===== config.mk =====
export PLATFORM = sky130hd
export DESIGN_NAME = parallel_serializer
export DESIGN_NICKNAME = d
export VERILOG_FILES = /design/src/rtl/parallel_serializer.sv
export SDC_FILE = /design/constraint.sdc
export NUM_CORES = 1
export LEC_CHECK = 0
export CAP_MARGIN = 20
export CELL_PAD_IN_SITES_DETAIL_PLACEMENT = 0
export CELL_PAD_IN_SITES_GLOBAL_PLACEMENT = 1
export CORE_MARGIN = 2
export CORE_UTILIZATION = 35
export CTS_BUF_LIST = sky130_fd_sc_hd__clkbuf_16
export CTS_CLUSTER_DIAMETER = 150
export DETAILED_ROUTE_END_ITERATION = 10
export PLACE_DENSITY_LB_ADDON = 0.3
export SETUP_SLACK_MARGIN = 0.1
export SYNTH_ARGS = -nofsm -noshare
export SYNTH_HDL_FRONTEND = slang
export SYNTH_SLANG_ARGS = --single-unit
export TNS_END_PERCENT = 5

===== constraint.sdc =====
create_clock -name CLK -period 18.1 [get_ports CLK]
set_input_delay 3.62 -clock CLK [delete_from_list [all_inputs] [get_ports CLK]]
set_output_delay 3.62 -clock CLK [all_outputs]
set_load 0.02 [all_outputs]

===== src/rtl/parallel_serializer.sv =====
// rtl/parallel_serializer.sv - parallel frame to serial word stream, val/rdy on both sides
// Words are shifted out LSB-first; the final word is not shifted away so send_msg holds it in IDLE.
module parallel_serializer #(
    parameter int BIT_WIDTH = 32,
    parameter int N_SAMPLES = 8
) (
    input  logic                           CLK,
    input  logic                           RESET,
    input  logic [N_SAMPLES*BIT_WIDTH-1:0] recv_msg,
    input  logic                           recv_val,
    output logic                           recv_rdy,
    output logic [BIT_WIDTH-1:0]           send_msg,
    output logic                           send_val,
    input  logic                           send_rdy
);

    localparam int IDX_W = (N_SAMPLES > 1) ? $clog2(N_SAMPLES) : 1;
    localparam logic [IDX_W-1:0] LAST_IDX = IDX_W'(N_SAMPLES - 1);

    localparam logic [0:0] S_IDLE = 1'b0;
    localparam logic [0:0] S_SEND = 1'b1;

    logic [0:0]                     r_state;
    logic [IDX_W-1:0]               r_idx;
    logic [N_SAMPLES*BIT_WIDTH-1:0] r_buf;

    logic w_is_last;
    logic w_recv_fire;
    logic w_send_fire;

    assign w_is_last   = (r_idx == LAST_IDX);
    assign send_val    = (r_state == S_SEND);
    assign send_msg    = r_buf[BIT_WIDTH-1:0];
    // Zero-bubble reload: accept the next frame in the cycle the last word leaves.
    assign recv_rdy    = !RESET && ((r_state == S_IDLE) || (send_rdy && w_is_last));
    assign w_recv_fire = recv_val && recv_rdy;
    assign w_send_fire = send_val && send_rdy;

    always_ff @(posedge CLK or posedge RESET) begin
        if (RESET) begin
            r_state <= S_IDLE;
            r_idx   <= '0;
            r_buf   <= '0;
        end else if (w_recv_fire) begin
            r_state <= S_SEND;
            r_idx   <= '0;
            r_buf   <= recv_msg;
        end else if (w_send_fire) begin
            if (w_is_last) begin
                r_state <= S_IDLE;
                r_idx   <= '0;
            end else begin
                r_idx <= r_idx + 1'b1;
                r_buf <= r_buf >> BIT_WIDTH;
            end
        end
    end

endmodule

; Yosys cells after proc, flatten, opt, wreduce, memory -nomap -nowiden
; Cells that the tools add are included.
[op_classes]
n_addsub = 1
eq_ne = 2
muxes = 9
n_bitwise = 1
reduce_logical = 10
[ops]
columns = operator, n
row1 = 2-to-1 mux 256 bit, 3
row2 = 2-to-1 mux 3 bit, 3
row3 = logical AND 1 bit, 4
row4 = AND reduction 2 bit, 2
row5 = nonzero test 2 bit, 2
row6 = adder 3 x 1 -> 3 bit (second input constant), 1
row7 = == test 3 bit (second input constant), 1
row8 = 2-to-1 mux 1 bit, 3
row9 = inequality test 2 x 1 -> 1 bit (second input constant), 1
row10 = zero test 1 bit, 1
row11 = logical OR 1 bit, 1
row12 = NOT 1 bit, 1
[totals]
register_bits = 260
output_inout_bits = 34

; Depth between registers and ports, before layout
; Gate-level depths: netlist of run 1.
[logic_depth]
depth_word = 7
mapped_depth = 8

; Worst setup path before layout of run 1
; No wires, ideal clock.
[synth_path]
path_kind = input port to output port
from = input send_rdy
to = output recv_rdy
arrival_time_ps = 4439
setup_slack_ps = 10041
cell_stages = 4
path_cell_list = buf_2 > a21boi_4 > clkbuf_1 > nor2_1
[synth_via]
elab_chain_len = 3
[synth_lines]
columns = item, line
row1 = start: declaration, 14  ; input logic send_rdy
row2 = logical AND 1 bit, 35  ; assign recv_rdy = !RESET && ((r_state == S_IDLE) || (send_rdy && w_is_last));
row3 = logical OR 1 bit, 35
row4 = logical AND 1 bit, 35
row5 = end: declaration, 11  ; output logic recv_rdy,
; Every way passes these cells.

; Worst setup path in the final report of run 1
; Ends and elaborated chain as after synthesis.

==> metrics.txt, run 1 <==
Worst-Skew Late Latency=approximately 0.55 ns; critical path launch point type=input port; Area growth syn-to-layout=34.00%; Worst setup startpoint=send_rdy; Synth Register Bits=260; CTS H-tree depth=1; most used cell, CP=clkdlybuf4s50_1; post-DP HPWL=19.40 mm; Pleak=~6.7 nW; Initial Utilization=35.43%; post-cts sizing count=0; Setup TNS Final=0 ns; fmax=about 110 MHz; # rows=65; Num CTS Buffers=29; io pins=294; area of placed instances=14080 um2; RSZ-0062 raised after global routing=no; Yosys cell types=21; Max-cap violations=0; final WL=29.40 mm; maximum clock path buffer count=3; GR Util All Layers=17.58%; Gate Count Post-Synth=roughly 920; DRT iter0 DRCs=around 660; sequential-to-total area share from yosys stat=58.34%; Synth area leaders=dfrtp_1, a221o_1, and2_1, a22o_1, o32ai_1; CTS tree=done; core area=31470 um2; Crit-path slowest cell=clkdlybuf4s50_1; PwrDens=137.5 nW/um2; Routed WL per cell=18.87 um; peak supply drop=about 0.071 mV; Vias/cell=5.217; Hold Vio Cnt, Final=0; postcts setup bufs=0; fin nets=1394; clock-pin slew on the worst setup and hold paths=0.06 ns; leading area contributor after synthesis=dfrtp_1; final critical-path required period=8.981 ns; Ys Warns=0; CP delay by family, top=buffers and inverters; Mapped Area=11150 um2; Slew @ Worst Pin=1.125 ns; clk sinks=260; chip width=approximately 180 um; Hold Crit Class=flip-flop to flip-flop; via count=8128; Crit path buffers/inverters=3; chip height=182.5 um; Post-Syn Area per Cell=12.19 um2; status=complete, no violations; Critical R2R Launch=r_idx[0]; full die area=between 30000 and 40000 um2; Tcrit/Tclk final=49.62%; slowest stage delay, CP=0.56 ns; Port Buffers=~290; total power=2.055 mW; Hold Buf Count CTS=0; clock skew=0.01645 ns; Antenna Violating Nets Remaining=0; grt ovf=0; 1st-pass router iterations=5; first-pass GRT wire length=47.26 mm; critical path capture point type=output pin; Req. time, crit path=14.48 ns; largest net degree at the start of global routing=124; cells along the critical path=clkdlybuf4s50_1, a21boi_4, buf_4, nor2_1, clkdlybuf4s50_1; initial antenna violation count=3; GP Congestion=0.7833; vias in the first global route=8234; Slew HR=25.02%; post-route cell area=14940 um2; Slew Limit Fails=0; Root Driver=clkbuf_16; worst min-delay path startpoint=r_buf[231]; Worst Path Max Fanout=35; Yosys top cell area share=58.34%; arrival time worst endpoint=5.36 ns; worst setup path category=input port to output pin; Mapped Nets=1177; setup violators final=0; Post-route DRC=0; layout cells sized above 1=between 4 and 5%
cells in the final DEF, fill, tap and decap left out, drive strengths merged:
| master | Yosys | routed |
|---|---|---|
| ha | 2 | 2 |
| nand3 | 2 | 2 |
| a21oi | 35 | 35 |
| mux2i | 1 | 1 |
| diode | 0 | 2 |
| nand2b | 2 | 2 |
| and2 | 159 | 159 |
| nor2 | 35 | 35 |
| and3b | 1 | 1 |
| clkinvlp | 0 | 1 |
| nand3b | 1 | 1 |
| clkdlybuf4s50 | 0 | 293 |
| clkbuf | 43 | 29 |
| clkinv | 0 | 10 |
| a22o | 33 | 33 |
| a21boi | 1 | 1 |
| inv | 35 | 48 |
| a221o | 191 | 191 |
| nand2 | 6 | 6 |
| o32ai | 33 | 33 |
| buf | 75 | 11 |
| dfrtp | 260 | 260 |
through the flow:
step / std cells / setup slack [ns] / util, % / hold WS (ns)
floorplan: 915 / 7.325 / - / 0.4577
global placement: 1502 / 9.136 / 44.74 / 0.4743
detailed placement: 1502 / 9.120 / 44.74 / 0.4760
CTS: 1555 / 9.116 / 47.37 / 0.4943
global route: 1558 / 9.012 / 47.48 / 0.5071
finish: 1558 / 9.119 / 47.48 / 0.4883
cells in the mapped netlist:
master      n
and2_1    159
a21boi_4    1
a221o_1   191
nand3b_1    1
dfrtp_1   260
clkbuf_1   43
buf_1      11
inv_1      35
buf_2      31
ha_1        2
nor2_1     34
buf_4      33
nand2b_1    2
nand3_1     2
and3b_1     1
a21oi_1    35
mux2i_1     1
o32ai_1    33
a22o_1     33
nand2_1     6
nor2_2      1
sequential cells by signal, indices dropped and copies added, names as in the netlist:
name,flops
r_buf,256
r_idx,3
send_val,1
path summary, 6_finish.rpt:
path,end,slack [ns],depth (start not counted)
max in group asynchronous,r_buf[203],12.95,3
min,r_buf[231],0.49,1
max,recv_rdy,9.12,5
min in group asynchronous,r_buf[135],3.68,2
max reg2reg,r_buf[93],15.02,7
min reg2reg,r_buf[231],0.49,1
per-layer routing:
layer | GRT usage (%) | vias up | routed length, um
met5 | 0 | - | 18
met4 | 4.548 | 2 | 661
met3 | 5.348 | 45 | 2383
met2 | 24.93 | 261 | 12540
met1 | 26.01 | 3912 | 13800
li1 | - | 3908 | -
cell type report:
type                    instances  area (um2)
flip-flops and latches        260        6506
multi-input cells             502        3926
clock buffers                  29       725.7
fillers                      2898       16530
repair buffers                304        3035
inverters                      35       138.9
diodes                          2       5.005
well taps                     402       503.0
clock inverters                24       102.6
cell families (layout without fill, tap and decap cells):
group / Yosys count / in the layout / share of synthesized area [%]
compound gates: 293 / 293 / 24.07
fa+ha+maj: 2 / 2 / 0.2244
buf+inv: 153 / 392 / 6.608
flops: 260 / 260 / 58.34
mux: 1 / 1 / 0.08976
other cells: 0 / 2 / 0
simple gates: 206 / 206 / 10.67
report_power, final:
group / total [mW] / leakage, nW / internal, mW / switching, mW
Sequential: 0.907 / 3.41 / 0.794 / 0.114
Clock: 0.513 / 0.449 / 0.287 / 0.226
Combinational: 0.634 / 2.82 / 0.331 / 0.304
Total: 2.05 / 6.68 / 1.41 / 0.643
(Power assumes the default switching activity.)
==> run 2, diff against run 1 <==
==> constraint.sdc (replaced) <==
create_clock -name CLK -period 8 [get_ports CLK]
set_input_delay 1.6 -clock CLK [delete_from_list [all_inputs] [get_ports CLK]]
set_output_delay 1.6 -clock CLK [all_outputs]
set_load 0.02 [all_outputs]
==> run 2 against run 1 <==
  * Die area did not move
  * Critical path depth unchanged
  * Worst setup slack lost 6.0 ns
  * Final cell count rose by 0.26%
  * Via count grew 0.57%
  * Sequential share of layout area decreased by 0.52 points
  * Combinational power increased by 130%
  * Final area grew 1.2%
  * Utilization rose by 0.57 points
  * Largest cell class unchanged
  * Highest routed layer unchanged
==> metrics.txt, run 2 (synthesized netlist as in run 1, its figures left out) <==
cells along the critical path=clkdlybuf4s50_1, a21boi_4, buf_4, nor2_1, clkdlybuf4s50_1; clk sinks=260 (unchanged); PwrDens=317.2 nW/um2 (+130%); full die area=33310 um2 (unchanged); CP delay by family, top=buffers and inverters; Final WS setup=3.075 ns (-6.044 ns); worst setup path category=input port to output pin; WHS=0.4873 ns (-0.001008 ns); most flop-heavy register=r_buf; Antenna Violating Nets Remaining=0 (unchanged); io pins=294 (unchanged); maximum clock path buffer count=3 (unchanged); layout cells sized above 1=4.844% (+0.51 points); arrival time worst endpoint=3.33 ns (-2.03 ns); final critical-path required period=~4.9 ns; Crit path buffers/inverters=3 (unchanged); CTS tree=done; chip width=182.5 um (unchanged); critical path launch point type=input port; Setup TNS Final=0 ns (unchanged); commonest non-fill, non-tap cell in the layout=clkdlybuf4s50_1; # rows=65 (unchanged); clock skew=0.01398 ns (-0.002478 ns); final WL=29.49 mm (+0.28%); initial antenna violation count=6 (+3); peak supply drop=0.1867 mV (+160%); Slew HR=26.95% (+1.9 points); fin nets=1397 (+0.22%); GP Congestion=0.8344 (+6.5%); Tcrit/Tclk final=61.57%; chip height=182.5 um (unchanged); Worst Path Max Fanout=35 (unchanged); GR Util All Layers=17.28% (-0.30 points); Num CTS Buffers=30 (+3.4%); Crit-path slowest cell=clkdlybuf4s50_1; most used cell, CP=clkdlybuf4s50_1; Pleak=6.738 nW (+0.85%); clock-pin slew on the worst setup and hold paths=0.05 ns (about the same); postcts setup bufs=0 (unchanged); Slew Limit Fails=0 (unchanged); Routed WL per cell=18.88 um (about the same); Slew @ Worst Pin=1.096 ns (-0.02891 ns); slowest stage delay, CP=0.64 ns (+0.08 ns); Req. time, crit path=6.40 ns (-8.08 ns); post-cts sizing count=0 (unchanged); grt ovf=0 (unchanged); Hold Crit Class=flip-flop to flip-flop; Root Driver=clkbuf_16; Area growth syn-to-layout=35.61%; Initial Utilization=35.43% (unchanged); pre-CTS WS=3.075 ns (-6.045 ns); status=complete, no violations; Fill cells=2849 (-1.7%); most frequent cells in the layout=clkdlybuf4s50_1, dfrtp_1, a221o_1, and2_1, inv_1; Max-cap violations=0 (unchanged); 1st-pass router iterations=5 (unchanged); Post-route DRC=0 (unchanged); core area=31470 um2 (unchanged); Hold Buf Count CTS=0 (unchanged); post-DP HPWL=19.19 mm (-1.1%); setup violators final=0 (unchanged); fmax=203.0 MHz; RSZ-0062 raised after global routing=no; Hold Vio Cnt, Final=0 (unchanged); Vias/cell=5.233 (+0.31%); critical path capture point type=output pin; vias in the first global route=8128 (-1.3%); Worst-Skew Late Latency=0.54 ns (about the same); number of flip-flops under the largest register name=256 (unchanged); Port Buffers=293 (unchanged); via count=8174 (+0.57%); DRT iter0 DRCs=622 (-6.3%); first-pass GRT wire length=46.35 mm (-1.9%); largest net degree at the start of global routing=159 (+28%); CTS H-tree depth=1 (unchanged)
[run 2: changes by cell type in the layout (fill, tap and decap cells not counted), moves of 2 or more]
cell        previous run  this run
diode_2                2         4
buf_12                 0         2
clkbuf_16             29        31
clkinvlp_4             1         3
inv_1                 46        42
bufinv_16              0         3
[run 2: where the power goes]
part / switching (mW) / internal (mW)
Combinational: 0.684 / 0.749
Clock: 0.526 / 0.787
Sequential: 0.255 / 1.80
[run 2: through the flow]
stage / area [um2] / power (mW) / utilization [%] / instances
finish: 15120 / 4.797 / 48.05 / 1562
global route: 15120 / 5.112 / 48.05 / 1562
CTS: 15060 / 4.863 / 47.84 / 1556
global placement: 14090 / 3.478 / 44.77 / 1502
floorplan: 11160 / 3.082 / - / 915
detailed placement: 14110 / 3.523 / 44.83 / 1503
[run 2: worst paths after layout]
| kind | startpoint | end | slack, ns | cells past startpoint |
|---|---|---|---|---|
| max | send_rdy | recv_rdy | 3.07 | 5 |
| min | r_buf[241] | r_buf[241] | 0.49 | 1 |
| max reg2reg | r_idx[0] | r_buf[36] | 5.09 | 7 |
| min reg2reg | r_buf[241] | r_buf[241] | 0.49 | 1 |
| max in group asynchronous | RESET | r_buf[95] | 5.25 | 3 |
| min in group asynchronous | RESET | r_buf[101] | 1.49 | 2 |
[run 2: metal layers]
metal | track usage [%] | share of wire [%]
met5 | 0 | 0.044
met4 | 6.000 | 3.3
met3 | 5.348 | 7.9
met2 | 23.86 | 41
met1 | 25.43 | 48
[run 2: layout make-up]
type / instances / area [um2] / area share, %
timing repair buffer: 306 / 3095 / 20.47
inverter: 35 / 135.1 / 0.8935
multi-input combinational: 502 / 3926 / 25.96
tap: 402 / 503.0 / 3.326
antenna: 4 / 10.01 / 0.06619
clock inverter: 22 / 171.4 / 1.133
clock buffer: 31 / 775.7 / 5.129
sequential: 260 / 6506 / 43.02
==> run 3, diff against run 2 <==
==> constraint.sdc (replaced) <==
create_clock -name CLK -period 5.1 [get_ports CLK]
set_input_delay 1.02 -clock CLK [delete_from_list [all_inputs] [get_ports CLK]]
set_output_delay 1.02 -clock CLK [all_outputs]
set_load 0.02 [all_outputs]
==> run 3 against run 2 <==
  * Sequential share of layout area increased by 0.23 points
  * Final cell count down 0.32%
  * Combinational power rose by 59%
  * Clock power rose by 43%
==> metrics.txt, run 3 (synthesized netlist as in run 1, its figures left out) <==
most flop-heavy register=r_buf; Final WS setup=0.9722 ns (-2.103 ns); vias in the first global route=8240 (+1.4%); Slew Limit Fails=0 (unchanged); cells along the critical path=clkdlybuf4s50_1, a21boi_4, nor2_1, clkdlybuf4s50_1; Max-cap violations=0 (unchanged); clk sinks=260 (unchanged); Crit path buffers/inverters=2 (-1); post-cts sizing count=0 (unchanged); initial antenna violation count=6 (unchanged); Hold Buf Count CTS=0 (unchanged); post-DP HPWL=19.64 mm (+2.4%); Num CTS Buffers=29 (-3.3%); Antenna Violating Nets Remaining=0 (unchanged); CTS tree=done; fmax=242.3 MHz; maximum clock path buffer count=3 (unchanged); Post-route DRC=0 (unchanged); GP Congestion=0.8811 (+5.6%); Critical R2R Launch=r_idx[0]; final WL=29.59 mm (+0.35%); setup violators final=0 (unchanged); io pins=294 (unchanged); Routed WL per cell=19.00 um (+0.67%); Slew @ Worst Pin=0.9799 ns (-0.1159 ns); fin nets=1396 (-0.072%); postcts setup bufs=0 (unchanged); Cell Count, Final, Fillers Out=1557 (-0.32%); Worst setup startpoint=send_rdy; chip width=182.5 um (unchanged); core area=31470 um2 (unchanged); Hold Vio Cnt, Final=0 (unchanged); Port Buffers=293 (unchanged); Placed Cells=1505 (+0.13%); Slew HR=34.51% (+7.6 points); CP delay by family, top=buffers and inverters; area of placed instances=14200 um2 (+0.64%); final critical-path required period=4.128 ns; Worst Path Max Fanout=35 (unchanged); first-pass GRT wire length=46.84 mm (+1.1%); worst setup path category=input port to output pin; via count=8150 (-0.29%); Pleak=6.691 nW (-0.69%); Initial Utilization=35.43% (unchanged); # rows=65 (unchanged); Reg2Reg Depth=6 (-1); Hold Path Stages=1 (unchanged); Tcrit/Tclk final=80.94%; Vias/cell=5.234 (about the same); fin util=47.80% (-0.25 points); chip height=182.5 um (unchanged); PwrDens=489.2 nW/um2 (+54%); GR Util All Layers=17.44% (+0.16 points); Setup TNS Final=0 ns (unchanged); grt ovf=0 (unchanged); Hold Crit Endpoint=r_buf[229]; commonest non-fill, non-tap cell in the layout=clkdlybuf4s50_1; largest net degree at the start of global routing=101 (-36%); reg2reg end=r_buf[92]; Req. time, crit path=4.08 ns (-2.32 ns); post-route cell area=15040 um2 (-0.53%); Hold Crit Class=flip-flop to flip-flop; flop-to-flop setup slack=2.11 ns (-2.98 ns); critical path capture point type=output pin; most frequent cells in the layout=clkdlybuf4s50_1, dfrtp_1, a221o_1, and2_1, inv_1; slowest stage delay, CP=0.84 ns (+0.20 ns); CTS H-tree depth=1 (unchanged); Area growth syn-to-layout=34.89%; arrival time worst endpoint=3.11 ns (-0.22 ns); Root Driver=clkbuf_16; Crit-path slowest cell=a21boi_4; 1st-pass router iterations=5 (unchanged); status=complete, no violations; number of flip-flops under the largest register name=256 (unchanged); Worst-Skew Late Latency=0.54 ns (about the same); full die area=33310 um2 (unchanged); clock skew=0.008559 ns (-0.005416 ns); RSZ-0062 raised after global routing=no; worst min-delay path startpoint=r_buf[229]; peak supply drop=0.2173 mV (+16%); most used cell, CP=clkdlybuf4s50_1; pre-CTS WS=0.9799 ns (-2.095 ns); DRT iter0 DRCs=540 (-13%); critical path launch point type=input port; clock-pin slew on the worst setup and hold paths=0.06 ns (about the same); layout cells sized above 1=4.431% (-0.41 points)
-- run 3: cell types whose count changed in the layout (fill, tap and decap cells not counted) --
cell	before	now
buf_12	2	8
buf_4	9	5
buf_16	2	0
bufinv_16	3	1
clkbuf_16	31	29
clkinv_2	2	1
-- run 3: stage by stage --
step / hold slack [ns] / power (mW)
after floorplan: 0.4577 / 4.834
after CTS: 0.4935 / 7.458
final: 0.4884 / 7.359
after global routing: 0.5007 / 7.852
after detailed placement: 0.4737 / 5.558
after global placement: 0.4736 / 5.499
-- run 3: layer usage --
layer  track usage, %  share of wire, %  vias to the layer above
li1                 -                 -                     3912
met1            25.46                48                     3908
met2            24.76                41                      271
met3            5.288               8.3                       55
met4            5.323               2.3                        4
met5                0             0.084                        -
-- run 3: worst max path at each step --
stage	slack, ns	endpoint	cells after the start
final	0.97	recv_rdy	4
after global routing	0.85	recv_rdy	4
after CTS	0.98	recv_rdy	4
after detailed placement	0.98	recv_rdy	4
after global placement	1.00	recv_rdy	4
after floorplan	0.65	r_buf[0]	1
-- run 3: final cells by class --
class / instances / area, um2
fill: 2834 / 16430
sequential: 260 / 6506
multi-input combinational: 502 / 3926
timing repair buffer: 306 / 3131
clock buffer: 29 / 725.7
tap: 402 / 503.0
inverter: 35 / 135.1
clock inverter: 19 / 106.4
antenna: 4 / 10.01
-- run 3: power by group --
| group | internal, mW | total, mW | switching [mW] |
|---|---|---|---|
| clock | 1.06 | 1.87 | 0.802 |
| sequential | 2.82 | 3.22 | 0.400 |
| combinational | 1.20 | 2.28 | 1.08 |
